<file path="config.mk">
export PLATFORM = sky130hd
export DESIGN_NAME = mem_port_arbiter_flat
export DESIGN_NICKNAME = d
export VERILOG_FILES = /design/src/rtl/mem_port_arbiter_if.sv /design/src/rtl/mem_port_arbiter.sv /design/src/flat_wrapper.sv
export SDC_FILE = /design/constraint.sdc
export NUM_CORES = 1
export LEC_CHECK = 0
export CORE_AREA = 2 2 209 211
export DETAILED_ROUTE_END_ITERATION = 10
export DIE_AREA = 0 0 211 213
export PLACE_DENSITY_LB_ADDON = 0.12
export SKIP_LAST_GASP = 1
export SLEW_MARGIN = 20
export SYNTH_ARGS = -nofsm -noshare
export SYNTH_HDL_FRONTEND = slang
export SYNTH_SLANG_ARGS = --single-unit
</file>
<file path="constraint.sdc">
create_clock -name clk -period 4 [get_ports clk]
set_clock_uncertainty 0.1 [all_clocks]
set_input_delay 0.8 -clock clk [delete_from_list [all_inputs] [get_ports clk]]
set_output_delay 0.8 -clock clk [all_outputs]
set_load 0.005 [all_outputs]
</file>
<file path="src/rtl/mem_port_arbiter_if.sv">
// Bus bundle between the pipeline stages, the arbiter and the unified memory.
// The arbiter uses the slave modport; pipeline/memory-side agents use master.
interface mem_port_arbiter_if #(
  parameter int ADDR_W = 64,
  parameter int DATA_W = 64
);
  logic              if_req;
  logic [ADDR_W-1:0] if_addr;
  logic [DATA_W-1:0] if_rdata;
  logic              if_ack;
  logic              dm_req;
  logic              dm_we;
  logic [ADDR_W-1:0] dm_addr;
  logic [DATA_W-1:0] dm_wdata;
  logic [DATA_W-1:0] dm_rdata;
  logic              dm_ack;
  logic              mem_en;
  logic              mem_we;
  logic [ADDR_W-1:0] mem_addr;
  logic [DATA_W-1:0] mem_wdata;
  logic [DATA_W-1:0] mem_rdata;
  logic              stall_if;
  logic              stall_dm;
  logic [15:0]       conflict_cnt;

  modport slave (
    input  if_req, if_addr, dm_req, dm_we, dm_addr, dm_wdata, mem_rdata,
    output if_rdata, if_ack, dm_rdata, dm_ack, mem_en, mem_we, mem_addr,
           mem_wdata, stall_if, stall_dm, conflict_cnt
  );

  modport master (
    output if_req, if_addr, dm_req, dm_we, dm_addr, dm_wdata, mem_rdata,
    input  if_rdata, if_ack, dm_rdata, dm_ack, mem_en, mem_we, mem_addr,
           mem_wdata, stall_if, stall_dm, conflict_cnt
  );
endinterface

</file>
<file path="src/rtl/mem_port_arbiter.sv">
// Fetch/data arbiter for a single-ported unified memory: data-first priority
// with a fetch starvation bound, fixed-latency access sequencing and stalls.
module mem_port_arbiter #(
  parameter int ADDR_W     = 64,
  parameter int DATA_W     = 64,
  parameter int MEM_LAT    = 2,
  parameter int STARVE_MAX = 4
) (
  input logic              clk,
  input logic              reset,
  mem_port_arbiter_if.slave bus
);

  typedef enum logic [1:0] {IDLE, BUSY_IF, BUSY_DM} state_t;

  state_t            state, state_nxt;
  logic [3:0]        wcnt;
  logic [3:0]        streak;
  logic [15:0]       conflict_cnt, conflict_nxt;
  logic              grant_if, grant_dm, done, contended;
  logic              mem_en, mem_we, if_ack, dm_ack;
  logic [ADDR_W-1:0] mem_addr;
  logic [DATA_W-1:0] mem_wdata, if_rdata, dm_rdata;

  always_ff @(posedge clk) begin
    if (!reset) state <= IDLE;
    else        state <= state_nxt;
  end

  always_comb begin
    state_nxt = state;
    case (state)
      IDLE: begin
        if (grant_dm)      state_nxt = BUSY_DM;
        else if (grant_if) state_nxt = BUSY_IF;
      end
      BUSY_IF, BUSY_DM: if (done) state_nxt = IDLE;
      default: state_nxt = IDLE;
    endcase
  end

  // Fetch wins a contended IDLE cycle only once data has won STARVE_MAX in a row.
  always_comb begin
    grant_dm     = 1'b0;
    grant_if     = 1'b0;
    done         = 1'b0;
    contended    = bus.if_req & bus.dm_req;
    conflict_nxt = conflict_cnt;
    if (state == IDLE) begin
      grant_dm = bus.dm_req & ~(bus.if_req & (streak == 4'(STARVE_MAX)));
      grant_if = bus.if_req & ~grant_dm;
      if (contended && conflict_cnt != '1) conflict_nxt = conflict_cnt + 16'd1;
    end else begin
      done = (wcnt == '0);
    end
  end

  always_ff @(posedge clk) begin
    if (!reset) begin
      wcnt         <= '0;
      streak       <= '0;
      conflict_cnt <= '0;
      mem_en       <= 1'b0;
      mem_we       <= 1'b0;
      mem_addr     <= '0;
      mem_wdata    <= '0;
      if_ack       <= 1'b0;
      dm_ack       <= 1'b0;
      if_rdata     <= '0;
      dm_rdata     <= '0;
    end else begin
      mem_en       <= grant_if | grant_dm;
      if_ack       <= done & (state == BUSY_IF);
      dm_ack       <= done & (state == BUSY_DM);
      conflict_cnt <= conflict_nxt;
      if (grant_if | grant_dm) begin
        mem_addr  <= grant_dm ? bus.dm_addr : bus.if_addr;
        mem_we    <= grant_dm & bus.dm_we;
        mem_wdata <= grant_dm ? bus.dm_wdata : '0;
        wcnt      <= 4'(MEM_LAT);
        if (grant_dm && bus.if_req) streak <= (streak == 4'hF) ? streak : streak + 4'd1;
        else                        streak <= '0;
      end else if (state != IDLE && wcnt != '0) begin
        wcnt <= wcnt - 4'd1;
      end
      if (done && state == BUSY_IF)            if_rdata <= bus.mem_rdata;
      if (done && state == BUSY_DM && !mem_we) dm_rdata <= bus.mem_rdata;
    end
  end

  assign bus.mem_en       = mem_en;
  assign bus.mem_we       = mem_we;
  assign bus.mem_addr     = mem_addr;
  assign bus.mem_wdata    = mem_wdata;
  assign bus.if_ack       = if_ack;
  assign bus.dm_ack       = dm_ack;
  assign bus.if_rdata     = if_rdata;
  assign bus.dm_rdata     = dm_rdata;
  assign bus.conflict_cnt = conflict_cnt;
  assign bus.stall_if     = bus.if_req & ~if_ack;
  assign bus.stall_dm     = bus.dm_req & ~dm_ack;

endmodule

</file>
<file path="src/flat_wrapper.sv">
// flat-port wrapper written by rule: the top's interface ports become plain ports
module mem_port_arbiter_flat 
#(
  parameter int ADDR_W     = 64,
  parameter int DATA_W     = 64,
  parameter int MEM_LAT    = 2,
  parameter int STARVE_MAX = 4
)
  (clk, reset, bus_if_req, bus_if_addr, bus_dm_req, bus_dm_we, bus_dm_addr, bus_dm_wdata, bus_mem_rdata, bus_if_rdata, bus_if_ack, bus_dm_rdata, bus_dm_ack, bus_mem_en, bus_mem_we, bus_mem_addr, bus_mem_wdata, bus_stall_if, bus_stall_dm, bus_conflict_cnt);
  mem_port_arbiter_if #(.ADDR_W(ADDR_W), .DATA_W(DATA_W)) bus_i ();
  input logic clk;
  input logic reset;
  input wire logic [$bits(bus_i.if_req)-1:0] bus_if_req;
  input wire logic [$bits(bus_i.if_addr)-1:0] bus_if_addr;
  input wire logic [$bits(bus_i.dm_req)-1:0] bus_dm_req;
  input wire logic [$bits(bus_i.dm_we)-1:0] bus_dm_we;
  input wire logic [$bits(bus_i.dm_addr)-1:0] bus_dm_addr;
  input wire logic [$bits(bus_i.dm_wdata)-1:0] bus_dm_wdata;
  input wire logic [$bits(bus_i.mem_rdata)-1:0] bus_mem_rdata;
  output wire logic [$bits(bus_i.if_rdata)-1:0] bus_if_rdata;
  output wire logic [$bits(bus_i.if_ack)-1:0] bus_if_ack;
  output wire logic [$bits(bus_i.dm_rdata)-1:0] bus_dm_rdata;
  output wire logic [$bits(bus_i.dm_ack)-1:0] bus_dm_ack;
  output wire logic [$bits(bus_i.mem_en)-1:0] bus_mem_en;
  output wire logic [$bits(bus_i.mem_we)-1:0] bus_mem_we;
  output wire logic [$bits(bus_i.mem_addr)-1:0] bus_mem_addr;
  output wire logic [$bits(bus_i.mem_wdata)-1:0] bus_mem_wdata;
  output wire logic [$bits(bus_i.stall_if)-1:0] bus_stall_if;
  output wire logic [$bits(bus_i.stall_dm)-1:0] bus_stall_dm;
  output wire logic [$bits(bus_i.conflict_cnt)-1:0] bus_conflict_cnt;
  assign bus_i.if_req = bus_if_req;
  assign bus_i.if_addr = bus_if_addr;
  assign bus_i.dm_req = bus_dm_req;
  assign bus_i.dm_we = bus_dm_we;
  assign bus_i.dm_addr = bus_dm_addr;
  assign bus_i.dm_wdata = bus_dm_wdata;
  assign bus_i.mem_rdata = bus_mem_rdata;
  assign bus_if_rdata = bus_i.if_rdata;
  assign bus_if_ack = bus_i.if_ack;
  assign bus_dm_rdata = bus_i.dm_rdata;
  assign bus_dm_ack = bus_i.dm_ack;
  assign bus_mem_en = bus_i.mem_en;
  assign bus_mem_we = bus_i.mem_we;
  assign bus_mem_addr = bus_i.mem_addr;
  assign bus_mem_wdata = bus_i.mem_wdata;
  assign bus_stall_if = bus_i.stall_if;
  assign bus_stall_dm = bus_i.stall_dm;
  assign bus_conflict_cnt = bus_i.conflict_cnt;
  mem_port_arbiter #(.ADDR_W(ADDR_W), .DATA_W(DATA_W), .MEM_LAT(MEM_LAT), .STARVE_MAX(STARVE_MAX)) u_core (.clk(clk), .reset(reset), .bus(bus_i));
endmodule
</file>
Word level (Yosys, flattened, before mapping)
Index checks and enable logic that the tools add are counted.

Add/subtract/negate cells: 3. $mul: 0. Divide/modulo/power cells: 0. Magnitude comparators: 0. Equality and inequality tests: 8. Shift operators: 0. Multiplexer cells: 13. Bitwise operators: 15. Reductions and logical operators: 17.

Operators by type and width (number): $mux W64 (2); $add A16 B1 Y16 const B (1); $ne A16 B16 Y1 const B (1); $mux W2 (5); $and A1 B1 Y1 (9); $mux W4 (2); $logic_and A1 B1 Y1 (6); $reduce_and A2 Y1 (3); $not A1 Y1 (5); $add A4 B1 Y4 const B (1); $eq A4 B3 Y1 const B (1); $eq A4 B4 Y1 const B (1); $logic_not A4 Y1 (1); $pmux W2 S2 (1); $reduce_bool A2 Y1 (2); $reduce_bool A4 Y1 (1); $reduce_or A2 Y1 (2); $sub A4 B1 Y4 const B (1); $mux W1 (3); $ne A3 B1 Y1 const B (1); $eq A2 B1 Y1 const B (1); $eq A2 B2 Y1 const B (1); $logic_not A2 Y1 (1); $ne A2 B1 Y1 const B (1); 3 further kinds (3).

Flip-flop bits (word level): 286. Latch bits: 0. RAM bits: 0. ROM bits: 0. Output and inout port bits: 278. Logic and storage cells: 69. Memories: 0.

Depth between registers and ports, before layout
Gate-level depths: netlist of run 1.

Depth after elaboration: 10. Depth in mapped cells: 9.

Worst setup path after synthesis of run 1
No wires, ideal clock.

Path kind: input -> register. From: input bus_if_req. To: register u_core.mem_wdata[0], in the netlist u_core.bus.mem_wdata[0]. Library setup time: 0.128 ns. Arrival: 1.924 ns. Data required time: 3.772 ns. Slack: 1.848 ns. Stages: 8. Cells stage by stage: buf_2 -> nand4b_1 -> and3_1 -> buf_2 -> buf_2 -> buf_2 -> a22oi_1 -> nor2_1.

Longest elaborated chain between the ends: 7. Elaborated cells between the ends (all ways): 9. Those cells by class: mux (3); bitwise (6).

RTL lines: start, declared (RTL line flat_wrapper.sv:13) `input wire logic [$bits(bus_i.if_req)-1:0] bus_if_req;`; $and A1 B1 Y1 (RTL line mem_port_arbiter.sv:50) `grant_dm = bus.dm_req & ~(bus.if_req & (streak == 4'(STARVE_MAX)));`; $not A1 Y1 (RTL line mem_port_arbiter.sv:50); $and A1 B1 Y1 (RTL line mem_port_arbiter.sv:50); $not A1 Y1 (RTL line mem_port_arbiter.sv:51) `grant_if = bus.if_req & ~grant_dm;`; $and A1 B1 Y1 (RTL line mem_port_arbiter.sv:51); $mux W1 (RTL line mem_port_arbiter.sv:49) `if (state == IDLE) begin`; $or A1 B1 Y1 (RTL line mem_port_arbiter.sv:76) `if (grant_if | grant_dm) begin`; end signal, assigned (RTL line mem_port_arbiter.sv:79) `mem_wdata <= grant_dm ? bus.dm_wdata : '0;`; end, declared (RTL line mem_port_arbiter.sv:23) `logic [DATA_W-1:0] mem_wdata, if_rdata, dm_rdata;`.

Parallel ways exist; a longest one is shown, timed or not. A chain may end at the register's enable or synchronous reset.

Worst setup path in the final report of run 1
From: input bus_if_req. To: output bus_stall_if.

Longest elaborated chain between the ends: 1.

RTL lines: $and A1 B1 Y1 (RTL line mem_port_arbiter.sv:100) `assign bus.stall_if = bus.if_req & ~if_ack;`; end, declared (RTL line flat_wrapper.sv:28) `output wire logic [$bits(bus_i.stall_if)-1:0] bus_stall_if;`.

Every way passes these cells.

==> flow_summary.json, run 1 <==
{
  "final_hold_viol_count": 0,
  "clockPowerShare": 0.323,
  "clock-sinks": 286,
  "grt_max_degree": 95,
  "regArea_um2": 5730,
  "finalCritPeriodShare": 0.815,
  "synth.distinct_cells": 48,
  "tritoncts": "built",
  "final_util": 0.410,
  "fmax_ghz": 0.307,
  "grt_pass1_wl_mm": 63.6,
  "hold_buffers": 0,
  "die-area_um2": 44900,
  "std_cell_rows": 76,
  "path_class": "input pin to output pin",
  "crit_arrival_ns": 2.36,
  "coreArea_um2": 42700,
  "path_common_cell": "clkdlybuf4s50_1",
  "cp-endpoint": "bus_stall_if",
  "start_kind": "input pin",
  "powerDensity_nw_per_um2": 535,
  "cts_root_buf": "clkbuf_16",
  "synth_edf_count": 0,
  "syn-instance-count": 1258,
  "switching_power_mw": 2.89,
  "setup_viol": 0,
  "wl_per_cell_um": 18.4,
  "grt_overflow": 0,
  "pre_cts_ws_ns": 0.698,
  "cp_cell_sequence": "clkdlybuf4s50_1 > nor2b_1 > clkdlybuf4s50_1",
  "htree_levels": 2,
  "peakVddDrop_v": 0.000280,
  "r2r_end": "u_core.bus.dm_rdata[23]",
  "drv_slew": 0,
  "initial_utilization": 0.249,
  "postCtsSetupRepairBufs": 0,
  "synth.cells.most_frequent": "dfxtp_1, nand2_1, nor3_1",
  "synth_ff_type": "dfxtp_1",
  "path_clk_slew_ns": 0.05,
  "synth_area_leader_cell": "dfxtp_1",
  "synth_top_cell_area_share": 0.538,
  "cts-resized-gates": 0,
  "tightest_slew_ns": 1.01,
  "totalWireLength_mm": 42.6,
  "status": "completed",
  "die_h_um": 213,
  "portBuffers": 538,
  "synth_async_sr_flop_share": 0,
  "cts_buffer_depth": 3,
  "critPathSlowestCell": "clkdlybuf4s50_1",
  "clk_latency_ns": 0.53,
  "final.min_clock_period_ns": 3.26,
  "ff2ff_setup_slack_ns": 1.13,
  "multiInputGateArea_um2": 4460,
  "yosysSeqAreaShare": 0.538,
  "hold_path.class": "flop to flop",
  "drive_gt1_frac": 0.0425,
  "ys_top_cells_by_area": "dfxtp_1, nand2_1, nor3_1",
  "max_stage_delay_ns": 0.73,
  "syn-num-nets": 1527,
  "synth_area_per_cell_um2": 8.45,
  "hold_depth": 2,
  "end_kind": "output pin",
  "antenna_found_initial": 5,
  "power.leakage_nw": 6.27,
  "r2r_cells": 7,
  "ios": 539,
  "firstDrtPassIters": 4,
  "drv_cap": 0,
  "drtIter0Drc": 516,
  "worst_slack_ns": 0.739,
  "rr_startpoint": "u_core.state[0]",
  "dp_hpwl_mm": 29.8,
  "p_int_mw": 6.48,
  "startpoint": "bus_if_req",
  "vias": 10700,
  "total_power_mw": 9.36,
  "yosysWarnings": 0,
  "syn2layout_area_growth_pct": 64.7,
  "cts_buffers": 36,
  "grt_pass1_vias": 10700,
  "num-nets-final": 2010,
  "synth.most_common_cell": "dfxtp_1",
  "ys_seq_elements": 286,
  "fin_tns_setup_ns": 0,
  "dieWidth_um": 211,
  "n_fill_cell": 4311,
  "slew_headroom": 0.324,
  "ant_nets": 0,
  "pwr-share-comb": 0.298,
  "pwr-share-seq": 0.379,
  "gp_congestion": 0.782,
  "netlist_area_um2": 10600,
  "cp_data_required_time_ns": 3.10,
  "power_switching_share": 0.308,
  "vias_per_cell": 4.64,
  "grt.total_usage": 0.182,
  "rsz0062_at_grt": "false",
  "path_max_fanout": 8,
  "drcViolationCount": 0
}
## sequential cells by signal, summed over array words and instances, names as in the netlist, 2 cells and up
name and flops:
u_core.bus.if_rdata 64, u_core.bus.dm_rdata 64, u_core.state 2, u_core.bus.mem_addr 64
u_core.bus.conflict_cnt 16, u_core.streak 4, u_core.wcnt 4, u_core.bus.mem_wdata 64
## power groups by stage
stage / Sequential (mW) / Combinational (mW) / Clock [mW]
floorplan: 3.62 / 1.20 / 0
global placement: 3.59 / 2.84 / 0
detailed placement: 3.59 / 2.83 / 0
CTS: 3.55 / 2.84 / 3.13
global route: 3.61 / 3.06 / 3.25
finish: 3.55 / 2.79 / 3.02
## routing by layer
metal  up-vias  share of wire  track usage
li1       5334              -            -
met1      4951           0.40        0.212
met2       386           0.47        0.301
met3        64          0.096       0.0756
met4         2          0.028       0.0646
met5         -        0.00038            0
## logic make-up after synthesis
kind of cell,after synthesis,synth area share
simple gates,544,0.231
compound gates,291,0.164
flops,286,0.538
buf+inv,117,0.0461
mux,9,0.00859
fa+ha+maj,8,0.00941
xor+xnor,3,0.00247
## metrics by stage
stage	cell area (µm²)	std cells	hold slack, ns
floorplan	10600	1258	0.353
global placement	16400	2249	0.342
detailed placement	16400	2249	0.346
CTS	17500	2309	0.354
global route	17500	2313	0.367
finish	17500	2313	0.352
## how the worst min path moves through the flow
stage | startpoint | endpoint | slack [ns]
after global routing | u_core.bus.if_rdata[32] | u_core.bus.if_rdata[32] | 0.37
final | u_core.bus.if_rdata[9] | u_core.bus.if_rdata[9] | 0.35
after floorplan | u_core.bus.if_rdata[0] | u_core.bus.if_rdata[0] | 0.35
after global placement | u_core.bus.if_rdata[29] | u_core.bus.if_rdata[29] | 0.34
after CTS | u_core.bus.if_rdata[10] | u_core.bus.if_rdata[10] | 0.35
after detailed placement | u_core.bus.if_rdata[10] | u_core.bus.if_rdata[10] | 0.35
## layout make-up
| class | instances | share of cell area |
|---|---|---|
| Antenna cell | 4 | 0.000572 |
| Timing Repair Buffer | 553 | 0.316 |
| Multi-Input combinational cell | 855 | 0.255 |
| Inverter | 9 | 0.00193 |
| Sequential cell | 286 | 0.327 |
| Clock inverter | 4 | 0.00136 |
| Clock buffer | 56 | 0.0592 |
| Tap cell | 546 | 0.0390 |
## cell usage in the layout, fill, tap and decap left out, drive strengths merged, types with 2 or more instances in the layout
master / count
a21oi: 72
nand3: 77
nor2b: 3
xnor2: 3
o31ai: 2
and3: 8
a311oi: 2
a22oi: 3
clkbuf: 56
nand4: 6
and2: 2
nor2: 82
nand2: 209
a31oi: 5
buf: 16
clkinv: 3
nor4: 4
o21ai: 137
diode: 4
dfxtp: 286
nor3: 135
a22o: 62
inv: 10
or3: 2
and4: 2
clkdlybuf4s50: 537
ha: 8
nor4b: 2
nand2b: 8
mux2i: 8
## critical path: cells and delay by family
family | cells | cell delay (ns)
AND/OR/NAND/NOR | 1 | 0.28
buffers and inverters | 2 | 1.28
No activity file was read; power rests on OpenSTA's default activity.
==> run 2: changes to the inputs <==
Settings changed: CORE_AREA 2 2 209 211 to 2 2 210 212, DIE_AREA 0 0 211 213 to 0 0 212 214.
Clock period 4 ns to 3 ns, I/O delays scaled along.
==> flow_summary.json, run 2 (synthesis gave the netlist of run 1 again) <==
{
  "fin_cells": 2357,
  "die-area_um2": 45400,
  "hold_depth": 3,
  "min_delay_worst_endpoint": "u_core.bus.conflict_cnt[11]",
  "rr_startpoint": "u_core.state[0]",
  "postCtsSetupRepairBufs": 0,
  "std_cell_rows": 76,
  "end_kind": "output pin",
  "path_clk_slew_ns": 0.06,
  "cts_buffer_depth": 3,
  "coreArea_um2": 42900,
  "grt_overflow": 0,
  "drive_gt1_frac": 0.0503,
  "clk_latency_ns": 0.53,
  "finalCritPeriodShare": 0.869,
  "hold_buffers": 0,
  "ios": 539,
  "powerDensity_nw_per_um2": 718,
  "grt.total_usage": 0.186,
  "fin_tns_setup_ns": 0,
  "met1_usage": 0.219,
  "num-nets-final": 2016,
  "clock-sinks": 286,
  "switching_power_mw": 3.92,
  "pwr-share-comb": 0.300,
  "final.min_clock_period_ns": 2.61,
  "total_power_mw": 12.7,
  "clockPowerShare": 0.328,
  "drv_slew": 0,
  "r2r_end": "u_core.bus.if_rdata[50]",
  "drcViolationCount": 0,
  "drtIter0Drc": 479,
  "portBuffers": 538,
  "cts_root_buf": "clkbuf_16",
  "wl_per_cell_um": 18.5,
  "dieWidth_um": 212,
  "dp_cells": 2294,
  "vias_per_cell": 4.56,
  "final_cell_mix": "clkdlybuf4s50_1, dfxtp_1, nand2_1",
  "tightest_slew_ns": 0.670,
  "dp_hpwl_mm": 30.5,
  "ant_nets": 0,
  "met2_usage": 0.319,
  "antenna_found_initial": 2,
  "hold_path_startpoint": "reset",
  "status": "completed",
  "initial_utilization": 0.248,
  "syn2layout_area_growth_pct": 66.9,
  "path_max_fanout": 2,
  "totalWireLength_mm": 43.6,
  "cts-resized-gates": 0,
  "cp_data_required_time_ns": 2.30,
  "power_switching_share": 0.308,
  "tritoncts": "built",
  "gp_congestion": 0.797,
  "whs_ns": 0.321,
  "grt_use_met3": 0.0729,
  "fmax_ghz": 0.384,
  "final_util": 0.414,
  "slew_headroom": 0.553,
  "setup_viol": 0,
  "grt_pass1_vias": 10600,
  "grt_busiest_layer": "met2",
  "path_class": "input pin to output pin",
  "power.leakage_nw": 6.36,
  "cts_buffers": 36,
  "htree_levels": 2,
  "r2r_cells": 7,
  "vias": 10700,
  "hold_path.class": "input pin to flop",
  "peakVddDrop_v": 0.000388,
  "p_int_mw": 8.81,
  "die_h_um": 214,
  "layout_commonest_cell": "clkdlybuf4s50_1",
  "final_hold_viol_count": 0,
  "grt_max_degree": 142,
  "crit_arrival_ns": 1.91,
  "pwr-share-seq": 0.372,
  "start_kind": "input pin",
  "rsz0062_at_grt": "false",
  "ff2ff_setup_slack_ns": 0.57,
  "grt_pass1_wl_mm": 65.6,
  "drv_cap": 0,
  "firstDrtPassIters": 5
}
-- run 2: cell types whose count changed in the layout (fill, tap and decap cells not counted), sizes merged --
cell      previous run  this run
buf                 16        22
diode                4         1
clkbuf              56        54
clkinv               3         5
clkinvlp             0         1
inv                 10        11
-- run 2: final cells by class --
| type | count | area [µm²] |
|---|---|---|
| well taps | 585 | 732 |
| clock buffers | 54 | 1070 |
| clock inverters | 8 | 53.8 |
| inverters | 9 | 33.8 |
| flip-flops and latches | 286 | 5730 |
| multi-input cells | 855 | 4460 |
| diodes | 1 | 2.50 |
| repair buffers | 559 | 5670 |
| fillers | 4276 | 25100 |
-- run 2: metrics by stage --
stage	setup WS (ns)	cell area (µm²)
6_report	0.392	17700
4_1_cts	0.345	17700
5_1_grt	0.317	17700
2_1_floorplan	1.05	10600
3_5_place_dp	0.345	16600
3_3_place_gp	0.336	16600
-- run 2: power by group through the flow --
stage	Combinational (mW)	Clock, mW	Sequential (mW)
finish	3.82	4.17	4.74
global route	4.18	4.48	4.81
CTS	3.90	4.33	4.74
detailed placement	3.89	0	4.80
global placement	3.89	0	4.80
floorplan	1.60	0	4.83
-- run 2: per-layer routing --
metal  up-vias  wire (µm)
met2       399      21000
met4         2        741
met5         -         13
met3        53       4110
met1      4945      17800
li1       5341          -
-- run 2: how the worst max path moves through the flow --
stage	startpoint	end	slack [ns]	depth (start not counted)
floorplan	bus_if_req	u_core.bus.mem_wdata[0]	1.05	8
global placement	bus_if_req	bus_stall_if	0.34	3
detailed placement	bus_if_req	bus_stall_if	0.34	3
CTS	bus_if_req	bus_stall_if	0.34	3
global route	bus_if_req	bus_stall_if	0.32	3
finish	bus_if_req	bus_stall_if	0.39	3
-- run 2: critical path, cell delays in order --
cell,delay (ns)
clkdlybuf4s50_1,0.54
nor2b_1,0.22
clkdlybuf4s50_1,0.54
==> run 3: changes to the inputs <==
Settings changed: CTS_CLUSTER_DIAMETER from default to 100.
==> results of run 3 <==
No change in the layout: final DEF, timing and power equal those of run 2.
